===== src/rtl/if_align_buffer.sv =====
// Instruction-fetch alignment buffer: 4-entry halfword FIFO that turns fetched
// 32-bit words into aligned 16/32-bit instructions with their PCs.
module if_align_buffer #(
  parameter int                    ADDR_WIDTH = 32,
  parameter logic [ADDR_WIDTH-1:0] START_PC   = ADDR_WIDTH'(32'h8000_0000)
) (
  input  logic                  clk,
  input  logic                  rst_n,
  input  logic                  in_valid,
  input  logic [31:0]           in_word,
  input  logic                  in_offset,
  output logic                  in_ready,
  input  logic                  flush,
  input  logic [ADDR_WIDTH-1:0] flush_pc,
  output logic                  id_valid,
  output logic [31:0]           id_inst,
  output logic [ADDR_WIDTH-1:0] id_pc,
  output logic                  id_is16,
  input  logic                  id_ready
);

  logic [15:0]           hw_q [4];
  logic [15:0]           hw_d [4];
  logic [1:0]            rd_q, rd_d;
  logic [1:0]            wr_q, wr_d;
  logic [2:0]            count_q, count_d;
  logic [ADDR_WIDTH-1:0] head_pc_q, head_pc_d;

  logic [15:0] head_hw;
  logic [15:0] next_hw;
  logic        head_c;
  logic        push;
  logic        pop;
  logic [2:0]  push_n;
  logic [2:0]  pop_n;

  // Outputs depend only on registered state; no input reaches id_* directly.
  always_comb begin
    head_hw  = hw_q[rd_q];
    next_hw  = hw_q[rd_q + 2'd1];
    head_c   = (head_hw[1:0] != 2'b11);
    in_ready = (count_q <= 3'd2);
    id_valid = ((count_q >= 3'd1) && head_c) || (count_q >= 3'd2);
    id_is16  = id_valid && head_c;
    id_pc    = head_pc_q;
    if (count_q == 3'd0) begin
      id_inst = 32'h0;
    end else if (head_c) begin
      id_inst = {16'h0, head_hw};
    end else begin
      id_inst = {next_hw, head_hw};
    end
  end

  always_comb begin
    hw_d      = hw_q;
    rd_d      = rd_q;
    wr_d      = wr_q;
    count_d   = count_q;
    head_pc_d = head_pc_q;
    push      = in_valid && in_ready && !flush;
    pop       = id_valid && id_ready && !flush;
    push_n    = push ? (in_offset ? 3'd1 : 3'd2) : 3'd0;
    pop_n     = pop ? (head_c ? 3'd1 : 3'd2) : 3'd0;
    if (flush) begin
      rd_d      = 2'd0;
      wr_d      = 2'd0;
      count_d   = 3'd0;
      head_pc_d = flush_pc;
    end else begin
      if (push) begin
        if (in_offset) begin
          hw_d[wr_q] = in_word[31:16];
          wr_d       = wr_q + 2'd1;
        end else begin
          hw_d[wr_q]        = in_word[15:0];
          hw_d[wr_q + 2'd1] = in_word[31:16];
          wr_d              = wr_q + 2'd2;
        end
      end
      if (pop) begin
        rd_d      = head_c ? rd_q + 2'd1 : rd_q + 2'd2;
        head_pc_d = head_c ? head_pc_q + ADDR_WIDTH'(2) : head_pc_q + ADDR_WIDTH'(4);
      end
      count_d = count_q + push_n - pop_n;
    end
  end

  always_ff @(posedge clk) begin
    if (!rst_n) begin
      hw_q      <= '{default: 16'h0};
      rd_q      <= 2'd0;
      wr_q      <= 2'd0;
      count_q   <= 3'd0;
      head_pc_q <= START_PC;
    end else begin
      hw_q      <= hw_d;
      rd_q      <= rd_d;
      wr_q      <= wr_d;
      count_q   <= count_d;
      head_pc_q <= head_pc_d;
    end
  end

endmodule


===== config.mk =====
export PLATFORM = sky130hd
export DESIGN_NAME = if_align_buffer
export DESIGN_NICKNAME = d
export VERILOG_FILES = /design/src/rtl/if_align_buffer.sv
export SDC_FILE = /design/constraint.sdc
export NUM_CORES = 1
export LEC_CHECK = 0
export BUFFER_PORTS_ARGS = -buffer_cell sky130_fd_sc_hd__buf_4
export CORE_MARGIN = 2
export CORE_UTILIZATION = 40
export DETAILED_ROUTE_END_ITERATION = 7
export GPL_TIMING_DRIVEN = 0
export SLEW_MARGIN = 20
export SYNTH_ARGS = -nofsm -noshare
export SYNTH_HDL_FRONTEND = slang
export SYNTH_SLANG_ARGS = --single-unit

===== constraint.sdc =====
create_clock -name clk -period 5.5 [get_ports clk]
set_input_delay 0 -clock clk [delete_from_list [all_inputs] [get_ports clk]]
set_output_delay 0 -clock clk [all_outputs]
set_load 0.02 [all_outputs]

==> results by group <==
Status
  – Status: complete, no violations

Synthesis
  – Share of the synthesized area in the top cell type: 0.297
  – Syn_area_per_cell: ~8.6 µm²
  – Post-synth cell types: 53
  – Number of synthesized flops with an enable pin: 0
  – Most used flip-flop cell after synthesis: dfxtp_1
  – Synthesized area: roughly 7000 µm²
  – Synth Area in Adders: 0.0202
  – Synth Area in Compound Gates: 0.320
  – Synth warnings: 0
  – Net count after synthesis: 884
  – Sequential share of the synthesized area: 0.297
  – Main combinational cell family by area after synthesis: compound AO/OA/AOI/OAI gates
  – Post-synthesis simple-gate area fraction: 0.186
  – Xor/xnor share of the synthesized area: 0.00884
  – Gate Count Post-Synth: about 800
  – Synth area leaders: dfxtp_1 30%, mux4_2 10%, o211a_1 7.1%
  – Yosys top cell by area: dfxtp_1
  – #FFs+latches synth: 103
  – Fraction of synthesized area in multiplexers: 0.109
  – Post-synth ARST share: 0

Floorplanning
  – Core box area: around 17000 µm²
  – Ports: approximately 140
  – Die Height: approximately 140 µm
  – Starting Density: 0.405
  – Total Die Area: between 15000 and 20000 µm²
  – Rows: 48
  – Die span in x: 136 µm

Power
  – Sw frac: 0.293
  – Int Power: 1420 µW
  – Comb pwr share: 0.207
  – Part of the power in the clock network: 0.384
  – VDD IR max: about 0.16 mV
  – Leak pwr: 0.00367 µW
  – PwrDens: roughly 230 nW/µm²
  – Flop pwr share: 0.409
  – NetSw: between 500 and 600 µW

Critical path
  – CP Capture Type: flop
  – Crit path launch: rd_q[0]
  – Worst setup path class: flop to flop
  – Worst r2r src: rd_q[0]
  – Worst EP required: 5740 ps
  – CP endpoint: count_q[2]
  – Reg2Reg Depth: 10
  – CP Launch Type: flop
  – R2R Setup Slk: 2240 ps
  – CP Max Fanout: 10
  – CP arrival: approximately 3500 ps
  – FF-to-FF End: count_q[2]

CTS
  – H-tree levels: 3
  – Reg clk slew, reported paths: around 80 ps
  – Clk sinks: roughly 100
  – Clk Latency, worst-skew pair: between 300 and 400 ps
  – Setup bufs post-CTS: 0
  – CTS Buffer Depth: 2
  – Number of buffers created by CTS: 9
  – CTS tree: yes
  – Root Buffer: clkbuf_16

Detailed routing
  – Drt first pass iters: 5
  – WL/cell: between 20 and 25 µm
  – Drt drc: 0
  – Final WL: around 27000 µm
  – Initial DRC Count: 904
  – Vias/cell: 6.24
  – Routed Antenna Nets: 0
  – Via count: about 7400

Timing
  – Clock skew: roughly 9.6 ps
  – Fin crit share: 0.593
  – Max transition margin: 0.349
  – Highest clock rate: 0.307 GHz
  – Min Hold Slack: roughly 7.0 ps
  – RSZ-0062 raised after global routing: false
  – Minimum clock period after layout: roughly 3300 ps
  – Setup TNS Final: 0 ps
  – Least-Margin Pin Slew: 973 ps
  – Final Hold Vio Count: 0
  – Final Setup Violations: 0
  – Final Max Tran Viols: 0

GRT
  – Largest net degree at the start of global routing: 17
  – Grt total ovfl: 0
  – Initial antenna violation count: 0
  – Vias in the first global route: roughly 7000
  – First-pass GRT wire length: 40600 µm
  – Gr usage total: 0.293

Cells and area
  – # diodes: 0
  – # nets final: 1043
  – Final Util: 0.511
  – Multi-input gate area: between 4000 and 5000 µm²
  – Register area: about 2100 µm²
  – # fillers: ~1700
  – Layout cells sized above 1: 0.184
  – Syn-to-layout area delta: 26.1%

Placed design
  – Port Buf Inserts: between 100 and 150
  – Placer Congestion: around 0.95
  – HPWL Detailed: 18800 µm

Hold path
  – Hold_sp: flush_pc[27]
  – Class of the worst hold path: input port to flop

Job
  – MaxCap Viol Count: 0
## area by class of cell
class / count / area share
Timing Repair Buffer: 148 / 0.135
Multi-Input combinational cell: 601 / 0.512
Clock buffer: 11 / 0.0278
Buffer: 90 / 0.0417
Inverter: 10 / 0.00430
Sequential cell: 103 / 0.236
Tap cell: 225 / 0.0322
Clock inverter: 5 / 0.0119
## flip-flops by register name, summed over array words and instances, names as in the netlist
signal	cells
hw_q	64
rd_q	2
wr_q	2
count_q	3
id_pc	32
## worst min-delay path by stage
stage / endpoint / cells past startpoint
2_1_floorplan: id_pc[20] / 1
5_1_grt: id_pc[21] / 3
3_3_place_gp: id_pc[20] / 2
6_report: id_pc[27] / 3
3_5_place_dp: id_pc[20] / 2
4_1_cts: id_pc[4] / 3
## power groups by stage
stage                     registers (µW)  logic (µW)  clock network, µW
after floorplan                      845         218                  0
after global placement               838         392                  0
after detailed placement             838         394                  0
after CTS                            821         410                779
after global routing                 827         445                801
final                                822         416                771
## routing by layer
layer / vias up / routed length, µm / global-route usage / share of wire
met1: 3616 / 12000 / 0.424 / 0.44
met4: 0 / 757 / 0.109 / 0.028
met5: - / 0 / 0 / 0
met2: 359 / 12200 / 0.446 / 0.45
li1: 3417 / - / - / -
met3: 53 / 2160 / 0.0370 / 0.080
## critical path, stage by stage (launching register included)
cell and delay, ps:
dfxtp_1 310, buf_6 140, mux4_2 380, clkbuf_1 340, nand2_1 220, or3_1 420
fa_1 490, fa_1 440, xnor2_1 200, xnor2_1 140, nor2_1 60
## metrics by stage
| stage | setup slack [ps] | std cells | power [µW] | area, µm² |
|---|---|---|---|---|
| 2_1_floorplan | 2600 | 804 | 1060 | 6930 |
| 3_3_place_gp | 2180 | 1151 | 1230 | 8130 |
| 3_5_place_dp | 2160 | 1151 | 1230 | 8130 |
| 6_report | 2240 | 1193 | 2010 | 8740 |
| 4_1_cts | 2220 | 1193 | 2010 | 8740 |
| 5_1_grt | 1990 | 1193 | 2070 | 8740 |
## cells by family (layout without fill, tap and decap cells)
logic type	Yosys count	in the layout
compound gates	291	291
simple gates	256	256
flops	103	103
buf+inv	100	264
mux	37	37
fa+ha+maj	10	10
xor+xnor	7	7
## Yosys cell counts (4+ instances only)
master    number
o31ai_1       10
a22oi_1       57
a31oi_1       14
or3_1          4
nand4_1        4
a21boi_0      16
mux4_2        31
or4_1          9
a21oi_1       15
and2_1         6
and4_1        11
nand3_1       26
dfxtp_1      103
inv_1         10
nand2_1       97
mux2i_1        6
nor2_1        24
a22o_1        32
xnor2_1        7
buf_1          8
clkbuf_1      78
a221oi_1       5
a211oi_1      10
o21ai_0       45
ha_1           8
and3_1        24
nor3_1        13
o211a_1       49
nor2b_1       31
o211ai_1      17
## what timing repair did
action	in CTS	in global routing
resized for setup	0	0
setup endpoints to repair	0	0
endpoints found under the hold margin	26	0
hold buffers	26	0
## placed cells by master, fill, tap and decap left out, drive strengths merged, types with 17 or more instances in the layout
| cell | instances |
|---|---|
| a22o | 32 |
| a22oi | 57 |
| and3 | 24 |
| buf | 134 |
| clkbuf | 89 |
| dfxtp | 103 |
| dlygate4sd3 | 26 |
| mux4 | 31 |
| nand2 | 97 |
| nand3 | 26 |
| nor2 | 24 |
| nor2b | 31 |
| o211a | 49 |
| o211ai | 17 |
| o21ai | 45 |
No activity file was read; power rests on OpenSTA's default activity.
